===== src/rtl/mem_lsu.sv =====
// mem_lsu: MEM-stage load/store unit in front of the 8-byte, big-endian data
// memory (byte at addr sits in mem_rdata/mem_wdata[63:56]).
//   clk, rst_n      : clock (rising edge), asynchronous active-low reset
//   req_*           : one request at a time, accepted when req_valid && req_ready
//   resp_*          : one-cycle completion pulse with extended load data / fault
//   mem_*           : registered read/write strobes, address and write data
// Loads and sub-doubleword stores read the memory for one cycle; sub-doubleword
// stores then write back the merged doubleword. Requests whose 8-byte window
// would pass ADDR_MAX fault without touching memory.
module mem_lsu #(
  parameter logic [63:0] ADDR_MAX = 64'd255
) (
  input  logic        clk,
  input  logic        rst_n,
  input  logic        req_valid,
  output logic        req_ready,
  input  logic        req_we,
  input  logic [1:0]  req_size,
  input  logic        req_unsigned,
  input  logic [63:0] req_addr,
  input  logic [63:0] req_wdata,
  output logic        resp_valid,
  output logic [63:0] resp_rdata,
  output logic        resp_fault,
  output logic [63:0] mem_addr,
  output logic [63:0] mem_wdata,
  output logic        mem_rd,
  output logic        mem_wr,
  input  logic [63:0] mem_rdata
);

  typedef enum logic [1:0] {
    IDLE = 2'b00,
    RD   = 2'b01,
    WR   = 2'b10,
    RESP = 2'b11
  } state_t;

  // Highest legal start address for an 8-byte access.
  localparam logic [63:0] ADDR_LIM = ADDR_MAX - 64'd7;

  state_t      state;
  logic        r_we;
  logic        r_uns;
  logic [1:0]  r_size;
  logic [63:0] r_wdata;

  logic [63:0] load_val;
  logic [63:0] merge_val;

  // Load extraction: the addressed bytes are always the top of the doubleword.
  always_comb begin
    load_val = mem_rdata;
    case (r_size)
      2'b00: load_val = r_uns ? {56'd0, mem_rdata[63:56]}
                              : {{56{mem_rdata[63]}}, mem_rdata[63:56]};
      2'b01: load_val = r_uns ? {48'd0, mem_rdata[63:48]}
                              : {{48{mem_rdata[63]}}, mem_rdata[63:48]};
      2'b10: load_val = r_uns ? {32'd0, mem_rdata[63:32]}
                              : {{32{mem_rdata[63]}}, mem_rdata[63:32]};
      default: load_val = mem_rdata;
    endcase
  end

  // Store merge: new bytes replace the top of the doubleword just read.
  always_comb begin
    merge_val = r_wdata;
    case (r_size)
      2'b00: merge_val = {r_wdata[7:0],  mem_rdata[55:0]};
      2'b01: merge_val = {r_wdata[15:0], mem_rdata[47:0]};
      2'b10: merge_val = {r_wdata[31:0], mem_rdata[31:0]};
      default: merge_val = r_wdata;
    endcase
  end

  always_ff @(posedge clk or negedge rst_n) begin
    if (!rst_n) begin
      state      <= IDLE;
      req_ready  <= 1'b1;
      resp_valid <= 1'b0;
      resp_fault <= 1'b0;
      resp_rdata <= '0;
      mem_rd     <= 1'b0;
      mem_wr     <= 1'b0;
      mem_addr   <= '0;
      mem_wdata  <= '0;
      r_we       <= 1'b0;
      r_uns      <= 1'b0;
      r_size     <= '0;
      r_wdata    <= '0;
    end else begin
      case (state)
        IDLE: begin
          if (req_valid && req_ready) begin
            r_we      <= req_we;
            r_uns     <= req_unsigned;
            r_size    <= req_size;
            r_wdata   <= req_wdata;
            req_ready <= 1'b0;
            if (req_addr > ADDR_LIM) begin
              state      <= RESP;
              resp_valid <= 1'b1;
              resp_fault <= 1'b1;
              resp_rdata <= '0;
            end else begin
              mem_addr <= req_addr;
              if (req_we && (req_size == 2'b11)) begin
                state     <= WR;
                mem_wr    <= 1'b1;
                mem_wdata <= req_wdata;
              end else begin
                state  <= RD;
                mem_rd <= 1'b1;
              end
            end
          end
        end
        RD: begin
          mem_rd <= 1'b0;
          if (r_we) begin
            state     <= WR;
            mem_wr    <= 1'b1;
            mem_wdata <= merge_val;
          end else begin
            state      <= RESP;
            resp_valid <= 1'b1;
            resp_rdata <= load_val;
          end
        end
        WR: begin
          mem_wr     <= 1'b0;
          state      <= RESP;
          resp_valid <= 1'b1;
          resp_rdata <= '0;
        end
        RESP: begin
          resp_valid <= 1'b0;
          resp_fault <= 1'b0;
          resp_rdata <= '0;
          req_ready  <= 1'b1;
          state      <= IDLE;
        end
        default: state <= IDLE;
      endcase
    end
  end

endmodule


===== config.mk =====
export PLATFORM = sky130hd
export DESIGN_NAME = mem_lsu
export DESIGN_NICKNAME = d
export VERILOG_FILES = /design/src/rtl/mem_lsu.sv
export SDC_FILE = /design/constraint.sdc
export NUM_CORES = 1
export LEC_CHECK = 0
export BUFFER_PORTS_ARGS = -buffer_cell sky130_fd_sc_hd__buf_2
export CAP_MARGIN = 10
export CORE_AREA = 3 3 169 171
export CTS_CLUSTER_DIAMETER = 40
export DETAILED_ROUTE_END_ITERATION = 10
export DIE_AREA = 0 0 172 174
export GPL_ROUTABILITY_DRIVEN = 1
export PLACE_DENSITY = 0.86
export SLEW_MARGIN = 10
export SYNTH_ARGS = -nofsm -noshare
export SYNTH_HDL_FRONTEND = slang
export SYNTH_SLANG_ARGS = --single-unit

===== constraint.sdc =====
create_clock -name clk -period 2.36 [get_ports clk]
set_input_delay 0.236 -clock clk [delete_from_list [all_inputs] [get_ports clk]]
set_output_delay 0.236 -clock clk [all_outputs]
set_load 0.01 [all_outputs]

# --- After elaboration in Yosys (flattened, before gate mapping) ---
# Cells that the tools add are included.
totals:
  input_bits: 199
  elab_cells: 79
  register_bits: 267
  output_inout_bits: 197
op_classes:
  eq_ne: 13
  mux: 35
  order_cmp: 1
  reduce_logical: 16
  n_bitwise: 1
op_table:
  columns: ["cell", "n"]
  rows:
  - ["$mux W64", 10]
  - ["$pmux W64 S3", 3]
  - ["$pmux W64 S2", 1]
  - ["$gt A64 B8 Y1 const B", 1]
  - ["$ne A2 B2 Y1 const B", 7]
  - ["$mux W1", 12]
  - ["$reduce_and A5 Y1", 2]
  - ["$reduce_and A3 Y1", 3]
  - ["$eq A2 B2 Y1 const B", 4]
  - ["$pmux W2 S4", 1]
  - ["$mux W2", 3]
  - ["$pmux W1 S2", 3]
  - ["$eq A2 B1 Y1 const B", 2]
  - ["$logic_not A2 Y1", 2]
  - ["$pmux W1 S4", 1]
  - ["$reduce_and A2 Y1", 2]
  - ["$reduce_and A4 Y1", 1]
  - ["$reduce_bool A2 Y1", 2]
  - ["$pmux W1 S3", 1]
  - ["$reduce_bool A3 Y1", 1]
  - ["$logic_and A1 B1 Y1", 2]
  - ["$reduce_or A2 Y1", 1]
  - ["$not A1 Y1", 1]

# --- Logic depth before layout (Yosys ltp) ---
# Gate-level depths: netlist (run 1).
depth:
  depth_word: 6
  ltp_mapped: 9
  ltp_nobuf: 7

# --- Least setup slack after synthesis (run 1) ---
# No wires, ideal clock.
synth_path:
  path_type: "register -> register"
  startpoint: "reg state[1]"
  endpoint: "reg mem_wdata[0]"
  period_less_slack_ps: 2547
  setup_ps: 125
  arrival_ps: 2422
  stages_incl_launch_ff: 9
  n_path_buf: 2
  slack_ps: -187
  required_time_ps: 2235
  path_cell_list: "dfrtp_1 inv_1 ha_1 clkbuf_1 nor2b_1 nor2_1 a22oi_1 clkbuf_1 mux2_2"
synth_via:
  elab_chain_len: 3
  elab_cells_between_ends: 9
  cone_classes: "5 x eq/ne; 1 x mux; 3 x reduce/logical"
synth_rtl:
  columns: ["item", "line_no", "rtl"]
  rows:
  - ["start: declaration", "42", "state_t state;"]
  - ["start signal: assignment", "78", "state <= IDLE;"]
  - ["start signal: assignment", "101", "state <= RESP;"]
  - ["start signal: assignment", "108", "state <= WR;"]
  - ["$eq A2 B1 Y1 or $logic_not A2 Y1 (tied branches)", "92", "case (state)"]
  - ["$ne A2 B2 Y1 (no line) or $reduce_bool A2 Y1 (tied branches)", null, null]
  - ["$reduce_and A5 Y1 (no line)", null, null]
  - ["end signal: assignment", "110", "mem_wdata <= req_wdata;"]
  - ["end signal: assignment", "123", "mem_wdata <= merge_val;"]
  - ["end: declaration", "26", "output logic [63:0] mem_wdata,"]
# Parallel ways exist; a longest one is shown, timed or not.
# A chain may end at the register's enable or synchronous reset.

# --- Worst setup path in the final report (run 1) ---
layout_path:
  startpoint: "in req_addr[0]"
  endpoint: "reg mem_addr[0]"
layout_via:
  elab_chain_len: 3
layout_rtl:
  columns: ["item", "line_no", "rtl"]
  rows:
  - ["start: declaration", "20", "input logic [63:0] req_addr,"]
  - ["$gt A64 B8 Y1", "100", "if (req_addr > ADDR_LIM) begin"]
  - ["$not A1 Y1 (no line)", null, null]
  - ["$reduce_and A3 Y1 (no line)", null, null]
  - ["end signal: assignment", "106", "mem_addr <= req_addr;"]
  - ["end: declaration", "25", "output logic [63:0] mem_addr,"]
# Parallel ways exist; a longest one is shown, timed or not.

==> results of run 1 <==
==> sequential cells by signal (all words and copies together) (netlist names), 2 cells and up <==
name        cells
state           2
mem_addr       64
resp_rdata     64
mem_wdata      64
r_size          2
r_wdata        64
==> worst paths after layout <==
path | to | slack [ns] | cells past startpoint
hold / removal | r_wdata[22] | 0.02 | 2
setup / recovery | mem_addr[0] | 0.09 | 8
hold reg to reg | mem_addr[34] | 0.48 | 1
max in group asynchronous | r_size[0] | 1.35 | 3
min in group asynchronous | resp_rdata[62] | 0.25 | 2
setup reg to reg | mem_wdata[1] | 0.13 | 9
==> Yosys cell counts (2+ instances only) <==
master / n / area share [%]
sky130_fd_sc_hd__a211oi_1: 7 / 0.41
sky130_fd_sc_hd__a21boi_0: 2 / 0.12
sky130_fd_sc_hd__a21oi_1: 65 / 2.6
sky130_fd_sc_hd__a22oi_1: 2 / 0.12
sky130_fd_sc_hd__and2_1: 57 / 2.8
sky130_fd_sc_hd__buf_1: 12 / 0.36
sky130_fd_sc_hd__buf_2: 10 / 0.40
sky130_fd_sc_hd__buf_6: 2 / 0.18
sky130_fd_sc_hd__clkbuf_1: 47 / 1.4
sky130_fd_sc_hd__dfrtp_1: 266 / 53
sky130_fd_sc_hd__ha_1: 4 / 0.40
sky130_fd_sc_hd__inv_1: 49 / 1.5
sky130_fd_sc_hd__mux2_2: 192 / 17
sky130_fd_sc_hd__mux2_4: 4 / 0.47
sky130_fd_sc_hd__mux2i_1: 91 / 7.2
sky130_fd_sc_hd__mux4_2: 24 / 4.3
sky130_fd_sc_hd__nand2_1: 26 / 0.77
sky130_fd_sc_hd__nand3_1: 5 / 0.20
sky130_fd_sc_hd__nand4_1: 6 / 0.30
sky130_fd_sc_hd__nor2_1: 61 / 1.8
sky130_fd_sc_hd__nor3_1: 5 / 0.20
sky130_fd_sc_hd__nor4_1: 16 / 0.79
sky130_fd_sc_hd__o211ai_1: 2 / 0.12
sky130_fd_sc_hd__o21ai_0: 47 / 1.9
sky130_fd_sc_hd__o22ai_1: 2 / 0.099
sky130_fd_sc_hd__o2bb2ai_1: 15 / 1.0
sky130_fd_sc_hd__or3_1: 2 / 0.099
==> through the flow <==
stage / std cells / hold slack (ns) / instance area (sq um) / power (uW)
3_5_place_dp: 1752 / 0.198 / 15300 / 16600
6_report: 1898 / 0.0202 / 17400 / 22700
5_1_grt: 1897 / 0.00386 / 17400 / 23800
3_3_place_gp: 1752 / 0.195 / 15300 / 16300
4_1_cts: 1891 / 0.000224 / 17300 / 22500
2_1_floorplan: 1035 / -0.0596 / 12700 / 13100
==> layout make-up <==
class | instances | area share [%]
multi-input cells | 647 | 32.0
flip-flops and latches | 267 | 38.5
well taps | 341 | 2.45
clock inverters | 24 | 1.49
inverters | 49 | 1.06
diodes | 5 | 0.0719
repair buffers | 521 | 18.5
clock buffers | 44 | 5.95
==> per-layer routing <==
layer / part of all wire [%] / GRT usage, % / vias up
met1: 40 / 38.4 / 5294
met5: 0.073 / 0 / -
li1: - / - / 4673
met4: 5.2 / 13.8 / 6
met3: 9.4 / 7.64 / 176
met2: 46 / 45.1 / 652
==> timing repair <==
item / CTS / global route
endpoints found under the hold margin: 116 / 0
hold buffers: 71 / 0
setup endpoints to repair: 0 / 147
buffers inserted: 0 / 1
gates resized for setup: 0 / 6
==> logic make-up after synthesis <==
logic type                 count (synthesis)  share of synthesized area [%]
and+or+nand+nor                          184                           7.31
buffers and inverters                    121                           3.83
adders and majority gates                  4                          0.395
DFF                                      267                           52.7
AOI/OAI and AO/OA                        148                           6.73
muxes                                    311                           29.0
==> report_power, final <==
part           switching [uW]  total [uW]  internal (uW)
combinational            4760        9380           4620
clock                    2190        5710           3520
sequential               1380        7630           6240
==> run_summary.xml, run 1 <==
<?xml version="1.0" encoding="UTF-8"?>
<metrics>
  <group name="outcome">
    <metric name="outcome" unit="">finished clean</metric>
  </group>
  <group name="sta">
    <metric name="fin_ws" unit="ns">0.0917</metric>
    <metric name="slew_viol_final" unit="">0</metric>
    <metric name="final.setup.tns" unit="ns">0</metric>
    <metric name="final.min_clock_period" unit="ns">2.27</metric>
    <metric name="setup_viol_count_final" unit="">0</metric>
    <metric name="worst_slew_pin_slew" unit="ns">0.759</metric>
    <metric name="maxSlewHeadroom" unit="%">49.4</metric>
    <metric name="hold_violations" unit="">0</metric>
    <metric name="max_freq" unit="GHz">0.441</metric>
    <metric name="final_worst_path_period_share" unit="%">96.1</metric>
    <metric name="fin_skew" unit="ns">0.0112</metric>
  </group>
  <group name="cells_and_area">
    <metric name="area_growth" unit="%">37.3</metric>
    <metric name="area_taken_by_multi_input_logic_gates" unit="sq um">5570</metric>
    <metric name="final.fill_count" unit="">1959</metric>
    <metric name="num-nets-final" unit="">1726</metric>
    <metric name="layout_commonest_cell" unit="">sky130_fd_sc_hd__buf_2</metric>
    <metric name="layout_common_cells" unit="">394 x sky130_fd_sc_hd__buf_2, 264 x sky130_fd_sc_hd__dfrtp_1, 192 x sky130_fd_sc_hd__mux2_2</metric>
    <metric name="ff_latch_area" unit="sq um">6690</metric>
    <metric name="final_core_utilization" unit="%">64.4</metric>
    <metric name="drive_above_1_share" unit="%">48.4</metric>
  </group>
  <group name="global_routing">
    <metric name="grt_max_degree" unit="">101</metric>
    <metric name="grt_overflow" unit="">0</metric>
    <metric name="grt_first_pass_wirelength" unit="mm">66.7</metric>
    <metric name="grt_antenna_before_repair" unit="">9</metric>
    <metric name="grt_pass1_vias" unit="">11327</metric>
    <metric name="track_usage" unit="%">29.2</metric>
  </group>
  <group name="cts">
    <metric name="cts_inserted_buffers" unit="">37</metric>
    <metric name="cts_max_path_buffers" unit="">3</metric>
    <metric name="tritoncts_clock_tree" unit="">yes</metric>
    <metric name="cts.htree.levels" unit="">2</metric>
    <metric name="clkSlewWorstSetupHoldPaths" unit="ns">0.06</metric>
    <metric name="clkLatencyLatePin" unit="ns">0.51</metric>
    <metric name="tritoncts_num_sinks" unit="">267</metric>
    <metric name="root_buffer" unit="">sky130_fd_sc_hd__clkbuf_16</metric>
  </group>
  <group name="drt">
    <metric name="dr_total_vias" unit="">10801</metric>
    <metric name="wl_cell" unit="um">23.7</metric>
    <metric name="first_iter_violations" unit="">995</metric>
    <metric name="detailedRoute.firstPassIterationCount" unit="">7</metric>
    <metric name="routed_wirelength" unit="mm">44.9</metric>
    <metric name="route.antenna.remaining_nets" unit="">0</metric>
    <metric name="drt-vias-per-instance" unit="">5.69</metric>
    <metric name="post-route-drc-count" unit="">0</metric>
  </group>
  <group name="place">
    <metric name="placement.io_buffers" unit="">395</metric>
    <metric name="dp_slack" unit="ns">-0.340</metric>
    <metric name="finalWeightedCongestion" unit="">0.995</metric>
    <metric name="place_hpwl" unit="mm">31.6</metric>
  </group>
  <group name="worst_setup_path">
    <metric name="worstPathArrival" unit="ns">2.66</metric>
    <metric name="start_kind" unit="">primary input</metric>
    <metric name="worstReg2RegStart" unit="">state[1]</metric>
    <metric name="cp_data_required_time" unit="ns">2.75</metric>
    <metric name="crit_chain" unit="">dlygate4sd3_1 -&gt; buf_2 -&gt; nor3_2 -&gt; nor3_1 -&gt; or4_1 -&gt; or3_1 -&gt; buf_4 -&gt; mux2_2</metric>
    <metric name="worstSetupPathType" unit="">primary input to flop</metric>
    <metric name="worstSetupEndpointType" unit="">flop</metric>
    <metric name="critPathLaunch" unit="">req_addr[0]</metric>
    <metric name="cp_num_buf_inv" unit="">3</metric>
    <metric name="largest_incremental_delay_on_the_critical_path" unit="ns">0.54</metric>
    <metric name="crit_path_top_delay_cell" unit="">sky130_fd_sc_hd__dlygate4sd3_1</metric>
    <metric name="cp_max_fo" unit="">20</metric>
    <metric name="cp_top_family" unit="">simple AND/OR/NAND/NOR gates</metric>
  </group>
  <group name="floorplan">
    <metric name="start_util" unit="%">46.9</metric>
    <metric name="top_level_ports" unit="">396</metric>
    <metric name="std_cell_rows" unit="">60</metric>
    <metric name="fp.dieArea" unit="sq um">29900</metric>
    <metric name="dieWidth" unit="um">172</metric>
    <metric name="coreArea" unit="sq um">27000</metric>
    <metric name="floorplan.die.height" unit="um">174</metric>
  </group>
  <group name="synth">
    <metric name="synth_enable_flop_cells" unit="">0</metric>
    <metric name="synth_async_sr_flop_share" unit="%">100</metric>
    <metric name="synth_seq_area_share" unit="%">52.7</metric>
    <metric name="syn-mean-instance-area" unit="sq um">12.2</metric>
    <metric name="synth_cell_types" unit="">41</metric>
    <metric name="yosysWarnings" unit="">0</metric>
    <metric name="ys.flop_type" unit="">sky130_fd_sc_hd__dfrtp_1</metric>
    <metric name="netlist_instances" unit="">1035</metric>
    <metric name="syn-num-nets" unit="">1238</metric>
    <metric name="ys_seq_elements" unit="">267</metric>
    <metric name="syn-cell-area" unit="sq um">12700</metric>
  </group>
  <group name="pwr">
    <metric name="static-leakage-power" unit="uW">0.00878</metric>
    <metric name="powerDensity" unit="nW/um^2">1310</metric>
    <metric name="max-vdd-ir-drop" unit="V">0.000838</metric>
  </group>
  <group name="hold_path">
    <metric name="timing.hold.worst.start" unit="">req_wdata[22]</metric>
    <metric name="hold_class" unit="">primary input to flop</metric>
  </group>
  <group name="job">
    <metric name="drv.max_cap_violation_count" unit="">0</metric>
  </group>
</metrics>
Note: power is estimated with default switching activity, not from simulation.
==> run 2, diff against run 1 <==
==> constraint.sdc (replaced) <==
create_clock -name clk -period 2.36 [get_ports clk]
set_input_delay 0.118 -clock clk [delete_from_list [all_inputs] [get_ports clk]]
set_output_delay 0.118 -clock clk [all_outputs]
set_load 0.01 [all_outputs]
==> run_summary.xml, run 2 (synthesized netlist as in run 1, its figures left out) <==
<?xml version="1.0" encoding="UTF-8"?>
<metrics>
  <group name="place">
    <metric name="placed_area" unit="sq um">15300</metric>
    <metric name="place_hpwl" unit="mm">31.2</metric>
    <metric name="placement.io_buffers" unit="">395</metric>
    <metric name="finalWeightedCongestion" unit="">1.01</metric>
  </group>
  <group name="cts">
    <metric name="tritoncts_clock_tree" unit="">yes</metric>
    <metric name="root_buffer" unit="">sky130_fd_sc_hd__clkbuf_16</metric>
    <metric name="cts_inserted_buffers" unit="">42</metric>
    <metric name="cts_max_path_buffers" unit="">3</metric>
    <metric name="tritoncts_num_sinks" unit="">267</metric>
    <metric name="cts.htree.levels" unit="">2</metric>
    <metric name="clkLatencyLatePin" unit="ns">0.54</metric>
    <metric name="clkSlewWorstSetupHoldPaths" unit="ns">0.05</metric>
  </group>
  <group name="floorplan">
    <metric name="coreArea" unit="sq um">27000</metric>
    <metric name="std_cell_rows" unit="">60</metric>
    <metric name="floorplan.die.height" unit="um">174</metric>
    <metric name="top_level_ports" unit="">396</metric>
    <metric name="start_util" unit="%">46.9</metric>
    <metric name="dieWidth" unit="um">172</metric>
    <metric name="fp.dieArea" unit="sq um">29900</metric>
  </group>
  <group name="sta">
    <metric name="final_worst_path_period_share" unit="%">97.5</metric>
    <metric name="slew_viol_final" unit="">0</metric>
    <metric name="final.min_clock_period" unit="ns">2.30</metric>
    <metric name="grt_setup_unrepaired" unit="">true</metric>
    <metric name="fin_skew" unit="ns">0.0306</metric>
    <metric name="worst_slew_pin_slew" unit="ns">0.750</metric>
    <metric name="setup_viol_count_final" unit="">0</metric>
    <metric name="worst_hold_slack" unit="ns">0.0194</metric>
    <metric name="hold_violations" unit="">0</metric>
    <metric name="max_freq" unit="GHz">0.435</metric>
    <metric name="maxSlewHeadroom" unit="%">50.0</metric>
  </group>
  <group name="cells_and_area">
    <metric name="final_core_utilization" unit="%">65.4</metric>
    <metric name="num-nets-final" unit="">1739</metric>
    <metric name="drive_above_1_share" unit="%">47.8</metric>
    <metric name="finalInstanceArea" unit="sq um">17700</metric>
    <metric name="layout_commonest_cell" unit="">sky130_fd_sc_hd__buf_2</metric>
    <metric name="layout_common_cells" unit="">394 x sky130_fd_sc_hd__buf_2, 264 x sky130_fd_sc_hd__dfrtp_1, 192 x sky130_fd_sc_hd__mux2_2</metric>
    <metric name="final.fill_count" unit="">1922</metric>
    <metric name="area_growth" unit="%">39.5</metric>
  </group>
  <group name="drt">
    <metric name="first_iter_violations" unit="">929</metric>
    <metric name="routed_wirelength" unit="mm">45.2</metric>
    <metric name="post-route-drc-count" unit="">0</metric>
    <metric name="route.antenna.remaining_nets" unit="">0</metric>
    <metric name="drt-vias-per-instance" unit="">5.67</metric>
    <metric name="detailedRoute.firstPassIterationCount" unit="">6</metric>
    <metric name="wl_cell" unit="um">23.6</metric>
    <metric name="dr_total_vias" unit="">10847</metric>
  </group>
  <group name="global_routing">
    <metric name="grt_pass1_vias" unit="">11260</metric>
    <metric name="grt_overflow" unit="">0</metric>
    <metric name="grt_max_degree" unit="">114</metric>
    <metric name="track_usage" unit="%">29.2</metric>
    <metric name="grt_first_pass_wirelength" unit="mm">67.2</metric>
    <metric name="grt_antenna_before_repair" unit="">6</metric>
  </group>
  <group name="hold_path">
    <metric name="hold_path_end" unit="">resp_rdata[43]</metric>
    <metric name="hold_class" unit="">primary input to flop</metric>
    <metric name="timing.hold.worst.start" unit="">mem_rdata[43]</metric>
    <metric name="worst_hold_path.num_cells" unit="">3</metric>
  </group>
  <group name="worst_setup_path">
    <metric name="start_kind" unit="">flop</metric>
    <metric name="worstReg2RegEnd" unit="">mem_wdata[13]</metric>
    <metric name="regToRegSetupSlack" unit="ns">0.06</metric>
    <metric name="cp_data_required_time" unit="ns">2.75</metric>
    <metric name="worstSetupPathType" unit="">flop to flop</metric>
    <metric name="rr_worst_depth" unit="">9</metric>
    <metric name="largest_incremental_delay_on_the_critical_path" unit="ns">0.43</metric>
    <metric name="path_common_cell" unit="">sky130_fd_sc_hd__inv_1</metric>
    <metric name="cp_max_fo" unit="">20</metric>
    <metric name="worstReg2RegStart" unit="">state[1]</metric>
    <metric name="crit_chain" unit="">inv_1 -&gt; ha_2 -&gt; inv_1 -&gt; a2bb2oi_1 -&gt; nor2_1 -&gt; a22oi_2 -&gt; buf_4 -&gt; clkbuf_16 -&gt; mux2_2</metric>
    <metric name="crit_path_top_delay_cell" unit="">sky130_fd_sc_hd__dfrtp_1</metric>
    <metric name="worstPathArrival" unit="ns">2.69</metric>
    <metric name="worstSetupEndpointType" unit="">flop</metric>
  </group>
  <group name="pwr">
    <metric name="powerDensity" unit="nW/um^2">1320</metric>
    <metric name="max-vdd-ir-drop" unit="V">0.000680</metric>
    <metric name="static-leakage-power" unit="uW">0.00892</metric>
  </group>
  <group name="job">
    <metric name="drv.max_cap_violation_count" unit="">0</metric>
  </group>
  <group name="outcome">
    <metric name="outcome" unit="">finished clean</metric>
  </group>
</metrics>
-- run 2: changes by cell type in the layout (fill, tap and decap cells not counted), sizes merged --
cell,before,now
buf,449,441
clkbuf,45,51
clkinv,11,12
clkinvlp,5,3
diode,5,3
dlygate4sd3,71,87
inv,54,59
-- run 2: layout make-up --
cell class | count | area, sq um | area share (%)
sequential | 267 | 6690 | 37.8
timing repair buffer | 529 | 3360 | 19.0
multi-input combinational | 647 | 5550 | 31.4
inverter | 49 | 184 | 1.04
tap | 341 | 427 | 2.41
clock buffer | 50 | 1150 | 6.52
clock inverter | 28 | 303 | 1.71
antenna | 3 | 7.51 | 0.0425
-- run 2: through the flow --
step / std cells / total power, uW / worst slack, ns / setup TNS (ns)
after detailed placement: 1744 / 16500 / -0.174 / -13.17
after global placement: 1744 / 16200 / -0.154 / -10.99
after CTS: 1909 / 23100 / 0.0168 / 0
after global routing: 1914 / 24400 / -0.0356 / -0.207
final: 1914 / 23300 / 0.0586 / 0
after floorplan: 1035 / 13100 / -0.0441 / -1.32
-- run 2: timing repair --
| action | 4_1_cts | 5_1_grt |
|---|---|---|
| endpoints found under the setup margin | 0 | 62 |
| endpoints found under the hold margin | 224 | 0 |
| setup buffers | 0 | 2 |
| hold buffers | 87 | 0 |
| resized for setup | 0 | 4 |
-- run 2: worst max-delay path by stage --
stage               cells after the start  slack [ns]              to    startpoint
finish                                  9        0.06   mem_wdata[13]      state[1]
global route                            9       -0.04   mem_wdata[13]      state[1]
CTS                                     8        0.02   mem_wdata[32]      state[1]
detailed placement                      7       -0.17     mem_addr[7]  req_addr[55]
global placement                        8       -0.15  resp_rdata[10]  req_addr[55]
floorplan                               8       -0.04    mem_wdata[0]      state[1]
-- run 2: metal layers --
| layer | share of wire, % | GRT usage (%) |
|---|---|---|
| met5 | 0.077 | 0 |
| met1 | 40 | 39.1 |
| met4 | 4.3 | 12.5 |
| met2 | 47 | 46.0 |
| met3 | 8.8 | 6.35 |
-- run 2: critical path: cells and delay by family, from the launching register on --
family                     cells  cell delay (ns)
muxes                          1             0.39
and+or+nand+nor                1             0.08
adders and majority gates      1             0.26
buffers and inverters          4             0.62
AOI/OAI and AO/OA              2             0.38
DFF                            1             0.43
-- run 2: power by group --
group / switching [uW] / leakage [uW] / total, uW / internal (uW)
logic: 4670 / 0.00478 / 9250 / 4580
registers: 1480 / 0.00342 / 7730 / 6240
clock network: 2400 / 0.000713 / 6300 / 3900
total: 8560 / 0.00892 / 23300 / 14700
